===== src/rtl/alu_pkg.sv =====
// Shared ALU definitions: controller state encoding and operation codes.
package alu_pkg;

    typedef enum logic [1:0] {
        IDLE = 2'b00,
        RUN  = 2'b01,
        DONE = 2'b10
    } alu_state_e;

    localparam logic ALU_OP_ADD = 1'b0;
    localparam logic ALU_OP_SUB = 1'b1;

endpackage


===== src/rtl/full_adder.sv =====
// One-bit combinational full adder cell, time-shared by the serial controller.
module full_adder (
    input  logic a,
    input  logic b,
    input  logic cin,
    output logic cout,
    output logic sum
);

    assign sum  = a ^ b ^ cin;
    assign cout = (a & b) | (cin & (a ^ b));

endmodule


===== src/rtl/serial_add_ctrl.sv =====
// Bit-serial add/subtract controller: latches operands on start, feeds one full_adder
// LSB first, and presents sum, carry-out and signed overflow with a one-cycle done pulse.
module serial_add_ctrl
    import alu_pkg::*;
#(
    parameter int WIDTH = 8
) (
    input  logic             clk,
    input  logic             rst_n,
    input  logic             start,
    input  logic             op_sub,
    input  logic [WIDTH-1:0] a,
    input  logic [WIDTH-1:0] b,
    output logic             busy,
    output logic             done,
    output logic [WIDTH-1:0] sum,
    output logic             cout,
    output logic             overflow
);

    localparam int CNT_W = (WIDTH > 1) ? $clog2(WIDTH) : 1;
    localparam logic [CNT_W-1:0] CNT_LAST    = CNT_W'(WIDTH - 1);
    localparam logic [CNT_W-1:0] CNT_MSB_CIN = CNT_W'((WIDTH > 1) ? (WIDTH - 2) : 0);

    alu_state_e       state_q;
    logic [CNT_W-1:0] cnt_q;
    logic             carry_q;
    logic             msb_cin_q;
    logic [WIDTH-1:0] a_q;
    logic [WIDTH-1:0] b_q;
    logic [WIDTH-1:0] shift_q;
    logic [WIDTH-1:0] shift_d;
    logic [WIDTH-1:0] sum_q;
    logic             cout_q;
    logic             ovf_q;
    logic             busy_q;
    logic             done_q;
    logic             fa_sum;
    logic             fa_cout;

    full_adder u_fa (
        .a    (a_q[0]),
        .b    (b_q[0]),
        .cin  (carry_q),
        .cout (fa_cout),
        .sum  (fa_sum)
    );

    // New sum bit enters at the MSB so the LSB computed first ends up at bit 0.
    if (WIDTH == 1) begin : g_shift_w1
        assign shift_d = fa_sum;
    end else begin : g_shift_wn
        assign shift_d = {fa_sum, shift_q[WIDTH-1:1]};
    end

    // Controller FSM with operand/result datapath and registered status outputs.
    always_ff @(posedge clk or negedge rst_n) begin
        if (!rst_n) begin
            state_q   <= IDLE;
            cnt_q     <= '0;
            carry_q   <= 1'b0;
            msb_cin_q <= 1'b0;
            a_q       <= '0;
            b_q       <= '0;
            shift_q   <= '0;
            sum_q     <= '0;
            cout_q    <= 1'b0;
            ovf_q     <= 1'b0;
            busy_q    <= 1'b0;
            done_q    <= 1'b0;
        end else begin
            case (state_q)
                IDLE: begin
                    done_q <= 1'b0;
                    if (start) begin
                        a_q       <= a;
                        b_q       <= (op_sub == ALU_OP_SUB) ? ~b : b;
                        carry_q   <= op_sub;
                        // For a single-bit operand the carry into the MSB is the initial carry.
                        msb_cin_q <= op_sub;
                        cnt_q     <= '0;
                        busy_q    <= 1'b1;
                        state_q   <= RUN;
                    end else begin
                        state_q   <= IDLE;
                    end
                end
                RUN: begin
                    a_q     <= a_q >> 1'b1;
                    b_q     <= b_q >> 1'b1;
                    shift_q <= shift_d;
                    carry_q <= fa_cout;
                    cnt_q   <= cnt_q + CNT_W'(1);
                    if ((WIDTH > 1) && (cnt_q == CNT_MSB_CIN)) begin
                        msb_cin_q <= fa_cout;
                    end else begin
                        msb_cin_q <= msb_cin_q;
                    end
                    if (cnt_q == CNT_LAST) begin
                        sum_q   <= shift_d;
                        cout_q  <= fa_cout;
                        ovf_q   <= msb_cin_q ^ fa_cout;
                        busy_q  <= 1'b0;
                        done_q  <= 1'b1;
                        state_q <= DONE;
                    end else begin
                        state_q <= RUN;
                    end
                end
                DONE: begin
                    done_q  <= 1'b0;
                    state_q <= IDLE;
                end
                default: begin
                    busy_q  <= 1'b0;
                    done_q  <= 1'b0;
                    state_q <= IDLE;
                end
            endcase
        end
    end

    assign busy     = busy_q;
    assign done     = done_q;
    assign sum      = sum_q;
    assign cout     = cout_q;
    assign overflow = ovf_q;

endmodule


===== config.mk =====
export PLATFORM = sky130hd
export DESIGN_NAME = serial_add_ctrl
export DESIGN_NICKNAME = d
export VERILOG_FILES = /design/src/rtl/alu_pkg.sv /design/src/rtl/full_adder.sv /design/src/rtl/serial_add_ctrl.sv
export SDC_FILE = /design/constraint.sdc
export NUM_CORES = 1
export LEC_CHECK = 0
export ABC_AREA = 0
export BUFFER_PORTS_ARGS = -buffer_cell sky130_fd_sc_hd__buf_2
export CAP_MARGIN = 20
export CORE_AREA = 5 5 86 88
export CTS_CLUSTER_DIAMETER = 60
export DETAILED_ROUTE_END_ITERATION = 8
export DIE_AREA = 0 0 91 93
export GPL_TIMING_DRIVEN = 0
export SLEW_MARGIN = 10
export SYNTH_ARGS = -nofsm -noshare
export SYNTH_HDL_FRONTEND = slang
export SYNTH_SLANG_ARGS = --single-unit
export TNS_END_PERCENT = 100

===== constraint.sdc =====
create_clock -name clk -period 1.86 [get_ports clk]
set_input_delay 0.186 -clock clk [delete_from_list [all_inputs] [get_ports clk]]
set_output_delay 0.186 -clock clk [all_outputs]
set_load 0.01 [all_outputs]

# ---- Yosys cells after proc, flatten, opt, wreduce, memory -nomap -nowiden
# Cells that the tools add are included.
dict set report word_totals {
  regBits 43
}
dict set report classes {
  eq_ne 7
  mux 19
  bitwise 8
  addsub 1
  n_reduce_logical 6
}
# op count
set op_table {}
lappend op_table {{8-bit one-hot mux with 2 select lines} 2}
lappend op_table {{8-bit two-way mux} 3}
lappend op_table {{8-bit inverter} 1}
lappend op_table {{1-bit two-way mux} 7}
lappend op_table {{3-bit == test, second input constant} 2}
lappend op_table {{2-bit != test, second input constant} 3}
lappend op_table {{3-bit one-hot mux with 2 select lines} 1}
lappend op_table {{3-bit AND reduction} 2}
lappend op_table {{1-bit one-hot mux with 2 select lines} 2}
lappend op_table {{2-bit one-hot mux with 2 select lines} 1}
lappend op_table {{2-bit AND reduction} 2}
lappend op_table {{3-bit by 1-bit adder with 3-bit output, second input constant} 1}
lappend op_table {{3-bit two-way mux} 1}
lappend op_table {{1-bit one-hot mux with 3 select lines} 1}
lappend op_table {{1-bit bitwise XOR} 3}
lappend op_table {{1-bit AND} 2}
lappend op_table {{2-bit by 1-bit == test with 1-bit output, second input constant} 1}
lappend op_table {{2-bit == test, second input constant} 1}
lappend op_table {{2-bit logical NOT} 1}
lappend op_table {{2-bit two-way mux} 1}
lappend op_table {{2-bit nonzero test} 1}
lappend op_table {{1-bit inverter} 1}
lappend op_table {{1-bit OR} 1}

# ---- Longest topological paths before layout
# Gate-level depths: netlist (run 1).
dict set report depth {
  depth_word 5
  mapped_depth 6
  depth_no_buf 5
}

# ---- Cells and area by module
# Synthesis (run 1) repeated with hierarchy kept, for this count alone.
dict set report hier_totals {
  cells_unflattened 188
  area_unflattened_um2 2008.2
}
# module cells_per_inst area_per_inst_um2 seq_area_each_um2 n_inst
set by_module_without_submodules {}
lappend by_module_without_submodules {serial_add_ctrl 187 1988.2 1051.0 1}
lappend by_module_without_submodules {full_adder 1 20.0 0.0 1}

# ---- Least setup slack after synthesis (run 1)
# Ideal clock, no wire load.
dict set report synth_timing {
  path_kind {reg-to-reg}
  startpoint {register cnt_q[0]}
  endpoint {register cout_q (netlist: cout)}
  required_ns 1.735
  stages_incl_launch_ff 6
  synth_period_minus_slack_ns 1.566
  setup_time_ns 0.125
  path_slack_ns 0.294
  t_arrival_ns 1.442
  cell_sequence {dfrtp_1 -> ha_1 -> ha_1 -> nand3b_1 -> buf_2 -> mux2_2}
}
dict set report synth_between {
  elab_chain_len 2
}
# item line
set synth_lines {}
lappend synth_lines {{start, declared} serial_add_ctrl.sv:26} ;# logic [CNT_W-1:0] cnt_q;
lappend synth_lines {{start signal, assigned} serial_add_ctrl.sv:93} ;# cnt_q <= cnt_q + CNT_W'(1);
lappend synth_lines {{3-bit == test} serial_add_ctrl.sv:99} ;# if (cnt_q == CNT_LAST) begin
lappend synth_lines {{2-bit AND reduction (no source line)} -}
lappend synth_lines {{end signal, assigned} serial_add_ctrl.sv:101} ;# cout_q <= fa_cout;
lappend synth_lines {{end, declared} serial_add_ctrl.sv:34} ;# logic cout_q;
# Every way passes these cells.
# A chain may end at the register's enable or synchronous reset.

# ---- Worst setup path in the final report (run 1)
dict set report layout_timing {
  startpoint {register cnt_q[0]}
  endpoint {register sum_q[4] (netlist: sum[4])}
}
dict set report layout_between {
  elab_chain_len 2
}
# item line
set layout_lines {}
lappend layout_lines {{3-bit == test} serial_add_ctrl.sv:99}
lappend layout_lines {{2-bit AND reduction (no source line)} -}
lappend layout_lines {{end signal, assigned} serial_add_ctrl.sv:100} ;# sum_q <= shift_d;
lappend layout_lines {{end, declared} serial_add_ctrl.sv:33} ;# logic [WIDTH-1:0] sum_q;
# Every way passes these cells.

==> flow_summary.yaml, run 1 <==
synthesis:
  synthesis.area_um2: 1894
  yosysWarnings: 0
  synth_area_leader_cell: "dfrtp_1"
  synth.most_common_cell: "dfrtp_1"
  synth.distinct_cells: 29
  synth.top_cells.by_area: "dfrtp_1 (55%), nand2_1 (6.9%), mux2_2 (5.9%)"
  ys.flop_type: "dfrtp_1"
  seq_area_frac_synth: 0.5548
  synthArstFlopShare: 1.000
  ys_seq_elements: 42
  yosys-top-cells-count: "dfrtp_1 (42), nand2_1 (35), o21ai_0 (13)"
  synth_top_area_frac: 0.5548
  syn_inst: 176
  syn_nets: 200
  syn_avg_cell_area_um2: 10.76
  synth_edf_count: 0
sta:
  fin_ws_ns: 0.1118
  period_minus_slack_ns: 1.748
  setup-tns-final_ns: 0
  fin_skew_ns: 0.005132
  tightest_slew_ns: 0.9441
  hold_viol_final: 0
  rsz0062_at_grt: "false"
  fmax_mhz: 572.0
  slew_headroom: 0.3706
  finalSetupViolations: 0
  timing.hold.ws_ns: 0.04159
  timing.final.crit_share: 0.9399
  drv_slew: 0
die:
  initial_utilization: 0.2884
  io_pins: 32
  die_h_um: 93
  core_area_um2: 6569
  rows: 30
  die_x_um: 91
  dieArea_um2: 8463
worst_setup_path:
  r2r_end: "sum[4]$_DFFE_PN0P_"
  max_stage_delay_ns: 0.41
  cp-startpoint: "cnt_q[0]$_DFFE_PN0P_"
  startpoint_type: "flip-flop"
  crit_slowest_cell: "dfrtp_1"
  critPathBufInv: 1
  crit_required_ns: 2.03
  crit_arrival_ns: 1.92
  crit_type: "reg2reg"
  r2r_cells: 5
  cp-end-kind: "flip-flop"
  crit_chain: "ha_1 > ha_1 > nand3b_1 > buf_2 > mux2_2"
  cp_common_cell: "ha_1"
  crit_fanout: 10
  ff2ff_setup_slack_ns: 0.11
  critical_path.top_delay_family: "adder cells"
  r2r_start: "cnt_q[0]$_DFFE_PN0P_"
clock_tree:
  cts_buffers: 5
  cts.sinks: 42
  htreeDepth: 2
  cts_hold_buffers: 0
  cts_tree: "built"
  cts_setup_buffers: 0
  ctsResizeCount: 0
  cts_buffer_depth: 2
  clock_latency_ns: 0.29
  clkTransAtPathRegs_ns: 0.08
  ctsRootBufferMaster: "clkbuf_8"
pwr:
  p_per_area_nw_per_um2: 1568
  p_leak_nw: 1.082
  max-vdd-ir-drop_mv: 0.6815
global_route:
  met3_usage: 0.02896
  grt_pass1_wl_um: 6506
  grt.busiest_layer: "met2"
  grt_pass1_vias: 1365
  gr-total-overflow: 0
  grt_max_degree: 43
  track_usage: 0.09484
  met1_usage: 0.1328
  antenna_found_initial: 0
  grt_use_met2: 0.1442
placement:
  dp_worst_setup_slack_ns: 0.09261
  port_buffers: 30
  placed_cell_area_um2: 2145
  gp_congestion: 0.7374
  dp.final_hpwl_um: 2758
outcome:
  status: "completed"
layout:
  utilization: 0.3432
  fin_area_um2: 2255
  fill_cells: 664
  area_growth_pct: 19.02
  nets: 237
  diodes: 0
  layout-drive-gt1-share: 0.2804
job:
  drv_cap: 0
detailed_routing:
  drc: 0
  num_vias: 1370
  drt_wl_total_um: 3924
  ant_nets: 0
  first_pass_iters: 4
  avgRoutedWirePerCell_um: 13.35
  vias_per_cell: 4.660
  drtIter0Drc: 63
min_path:
  hold_path.class: "in2async"
worst max-delay path by stage:
stage,end,slack [ns],depth (start not counted)
final,sum[4]$_DFFE_PN0P_,0.11,5
after global routing,sum[6]$_DFFE_PN0P_,0.01,5
after CTS,sum[6]$_DFFE_PN0P_,0.08,5
after detailed placement,sum[6]$_DFFE_PN0P_,0.09,5
after global placement,cout$_DFFE_PN0P_,0.13,5
after floorplan,cout$_DFFE_PN0P_,0.29,5
cell families after synthesis:
kind of cell             Yosys count  synth area share
AO/OA/AOI/OAI                     40            0.1413
XOR/XNOR                           9           0.04161
adder cells (fa/ha/maj)            4           0.03039
buffers and inverters             20           0.04888
flip-flops                        42            0.5548
multiplexers                      11           0.06539
AND/OR/NAND/NOR                   50            0.1176
through the flow:
| step | instances | power [mW] |
|---|---|---|
| CTS | 294 | 3.589 |
| finish | 294 | 3.536 |
| detailed placement | 286 | 2.906 |
| global route | 294 | 3.838 |
| global placement | 286 | 2.857 |
| floorplan | 176 | 2.482 |
registers in the layout, indices dropped and copies added, names as in the netlist:
| signal | cells |
|---|---|
| overflow | 1 |
| b_q | 8 |
| sum | 8 |
| shift_q | 7 |
| cout | 1 |
| carry_q | 1 |
| a_q | 8 |
| busy | 1 |
| state_q | 2 |
| cnt_q | 3 |
| msb_cin_q | 1 |
| done | 1 |
layout by cell type, fill, tap and decap left out, types with 2 or more instances in the layout:
master / synthesis / layout
nor2_1: 4 / 4
o221ai_1: 2 / 2
clkbuf_1: 2 / 2
dfrtp_1: 42 / 42
o22ai_1: 5 / 5
mux2_2: 10 / 10
a21oi_1: 3 / 3
xnor2_1: 9 / 9
buf_2: 8 / 38
a221oi_1: 5 / 5
o21ai_0: 13 / 13
ha_1: 3 / 3
nor2b_1: 5 / 5
inv_1: 9 / 9
a22oi_1: 8 / 8
nand2_1: 35 / 35
clkbuf_8: 0 / 8
layer usage:
layer	wire [um]	share of wire
met5	0	0
met1	2007	0.51
met2	1681	0.43
met3	195	0.050
met4	40	0.010
final cells by class:
cell class | instances | area, um^2 | share of cell area
Buffer | 11 | 58.81 | 0.02608
Timing Repair Buffer | 30 | 150.1 | 0.06659
Sequential cell | 42 | 1051 | 0.4662
Inverter | 9 | 33.78 | 0.01498
Tap cell | 80 | 100.1 | 0.04440
Multi-Input combinational cell | 114 | 750.7 | 0.3330
Clock buffer | 8 | 110.1 | 0.04883
report_power, final:
group | total [mW] | internal (mW) | switching, mW | leakage (nW)
logic | 1.29 | 0.609 | 0.683 | 0.497
registers | 1.56 | 1.31 | 0.245 | 0.527
clock network | 0.684 | 0.375 | 0.309 | 0.0575
Power figures use the tool's default switching activity.
==> inputs of run 2 (changes only) <==
Settings changed: HOLD_SLACK_MARGIN set to 0.12.
==> run 2 against run 1 <==
  * Global-route usage is essentially flat
  * Via count is 0.51% higher
  * Sequential cell count did not move
  * Count of clock-buffer cells in the layout did not move
  * Largest power group unchanged
  * Wire length is 0.28% lower
  * Maximum frequency increased by 0.19%
  * First-iteration DRC count is 7.9% higher
  * Hold slack improved by 0.11 ns
==> flow_summary.yaml, run 2 (synthesis results as in run 1) <==
worst_setup_path:
  crit_type: "reg2reg"
  r2r_start: "cnt_q[0]$_DFFE_PN0P_"
  r2r_cells: 5
  critPathBufInv: 1
  cp_num_cells: 5
  r2r_end: "sum[4]$_DFFE_PN0P_"
  startpoint_type: "flip-flop"
  cp_common_cell: "ha_1"
  crit_chain: "ha_1 > ha_1 > nand3b_1 > buf_2 > mux2_2"
  critical_path.top_delay_family: "adder cells"
  crit_arrival_ns: 1.92
  crit_required_ns: 2.03
  max_stage_delay_ns: 0.41
  crit_slowest_cell: "dfrtp_1"
  ff2ff_setup_slack_ns: 0.12
  crit_fanout: 10
  cp-end-kind: "flip-flop"
detailed_routing:
  drc: 0
  drtIter0Drc: 68
  first_pass_iters: 4
  ant_nets: 0
  avgRoutedWirePerCell_um: 13.26
  num_vias: 1377
  drt_wl_total_um: 3913
  vias_per_cell: 4.668
sta:
  hold_viol_final: 0
  fin_skew_ns: 0.005006
  timing.hold.ws_ns: 0.1511
  timing.final.crit_share: 0.9381
  fmax_mhz: 573.1
  period_minus_slack_ns: 1.745
  rsz0062_at_grt: "false"
  setup-tns-final_ns: 0
  slew_headroom: 0.3727
  fin_ws_ns: 0.1151
  tightest_slew_ns: 0.9409
  finalSetupViolations: 0
  drv_slew: 0
global_route:
  grt_pass1_vias: 1368
  antenna_found_initial: 0
  track_usage: 0.09501
  grt_max_degree: 43
  grt_pass1_wl_um: 6520
  gr-total-overflow: 0
clock_tree:
  clock_latency_ns: 0.29
  htreeDepth: 2
  cts_buffers: 5
  cts_tree: "built"
  ctsRootBufferMaster: "clkbuf_8"
  cts_buffer_depth: 2
  cts.sinks: 42
  clkTransAtPathRegs_ns: 0.08
layout:
  final_common_cell: "dfrtp_1"
  layout-drive-gt1-share: 0.2791
  area_growth_pct: 19.55
  nets: 238
  layout.cells.non_filler: 295
  layout_common_cells: "dfrtp_1 (42), buf_2 (38), nand2_1 (35), o21ai_0 (13), mux2_2 (10)"
  diodes: 0
min_path:
  whs_path_depth: 2
  hold_path_end: "a_q[7]$_DFFE_PN0P_"
  min_from: "a[7]"
  hold_path.class: "in2reg"
placement:
  dp_cells: 286
  gp_congestion: 0.7374
  dp_worst_setup_slack_ns: 0.09261
  port_buffers: 30
  dp.final_hpwl_um: 2758
die:
  rows: 30
  die_x_um: 91
  dieArea_um2: 8463
  io_pins: 32
  die_h_um: 93
  core_area_um2: 6569
  initial_utilization: 0.2884
pwr:
  p_per_area_nw_per_um2: 1562
  total_power_mw: 3.537
  p_leak_nw: 1.086
  max-vdd-ir-drop_mv: 0.6833
outcome:
  status: "completed"
job:
  drv_cap: 0
-- run 2: layer usage --
metal	global-route usage	part of all wire	wire [um]
met1	0.1333	0.50	1943
met5	0	0	0
met3	0.02896	0.053	209
met4	0.02200	0.010	40
met2	0.1442	0.44	1719
-- run 2: worst max path at each step --
stage                               from                  to  slack (ns)
global route        cnt_q[0]$_DFFE_PN0P_  sum[6]$_DFFE_PN0P_        0.01
finish              cnt_q[0]$_DFFE_PN0P_  sum[4]$_DFFE_PN0P_        0.12
CTS                 cnt_q[0]$_DFFE_PN0P_  sum[6]$_DFFE_PN0P_        0.08
detailed placement  cnt_q[0]$_DFFE_PN0P_  sum[6]$_DFFE_PN0P_        0.09
global placement    cnt_q[0]$_DFFE_PN0P_    cout$_DFFE_PN0P_        0.13
floorplan           cnt_q[0]$_DFFE_PN0P_    cout$_DFFE_PN0P_        0.29
-- run 2: cell type report --
type	count	area (um^2)
plain buffers	11	58.81
clock buffers	8	110.1
fillers	663	4304
repair buffers	31	160.2
flip-flops and latches	42	1051
well taps	80	100.1
inverters	9	33.78
multi-input cells	114	750.7
-- run 2: report_power, final --
| group | switching [mW] | internal (mW) | total, mW |
|---|---|---|---|
| registers | 0.244 | 1.31 | 1.56 |
| clock network | 0.309 | 0.375 | 0.684 |
| logic | 0.683 | 0.611 | 1.29 |
| total | 1.24 | 2.30 | 3.54 |
-- run 2: what timing repair did --
action | in CTS | in global routing
setup endpoints to repair | 0 | 0
buffers inserted | 0 | 0
endpoints found under the hold margin | 42 | 0
hold buffers | 1 | 0
resized for setup | 0 | 0
-- run 2: stage by stage --
stage,cell area [um^2],utilization
after floorplan,1894,-
after global placement,2145,0.3265
after detailed placement,2145,0.3265
after CTS,2265,0.3448
after global routing,2265,0.3448
final,2265,0.3448
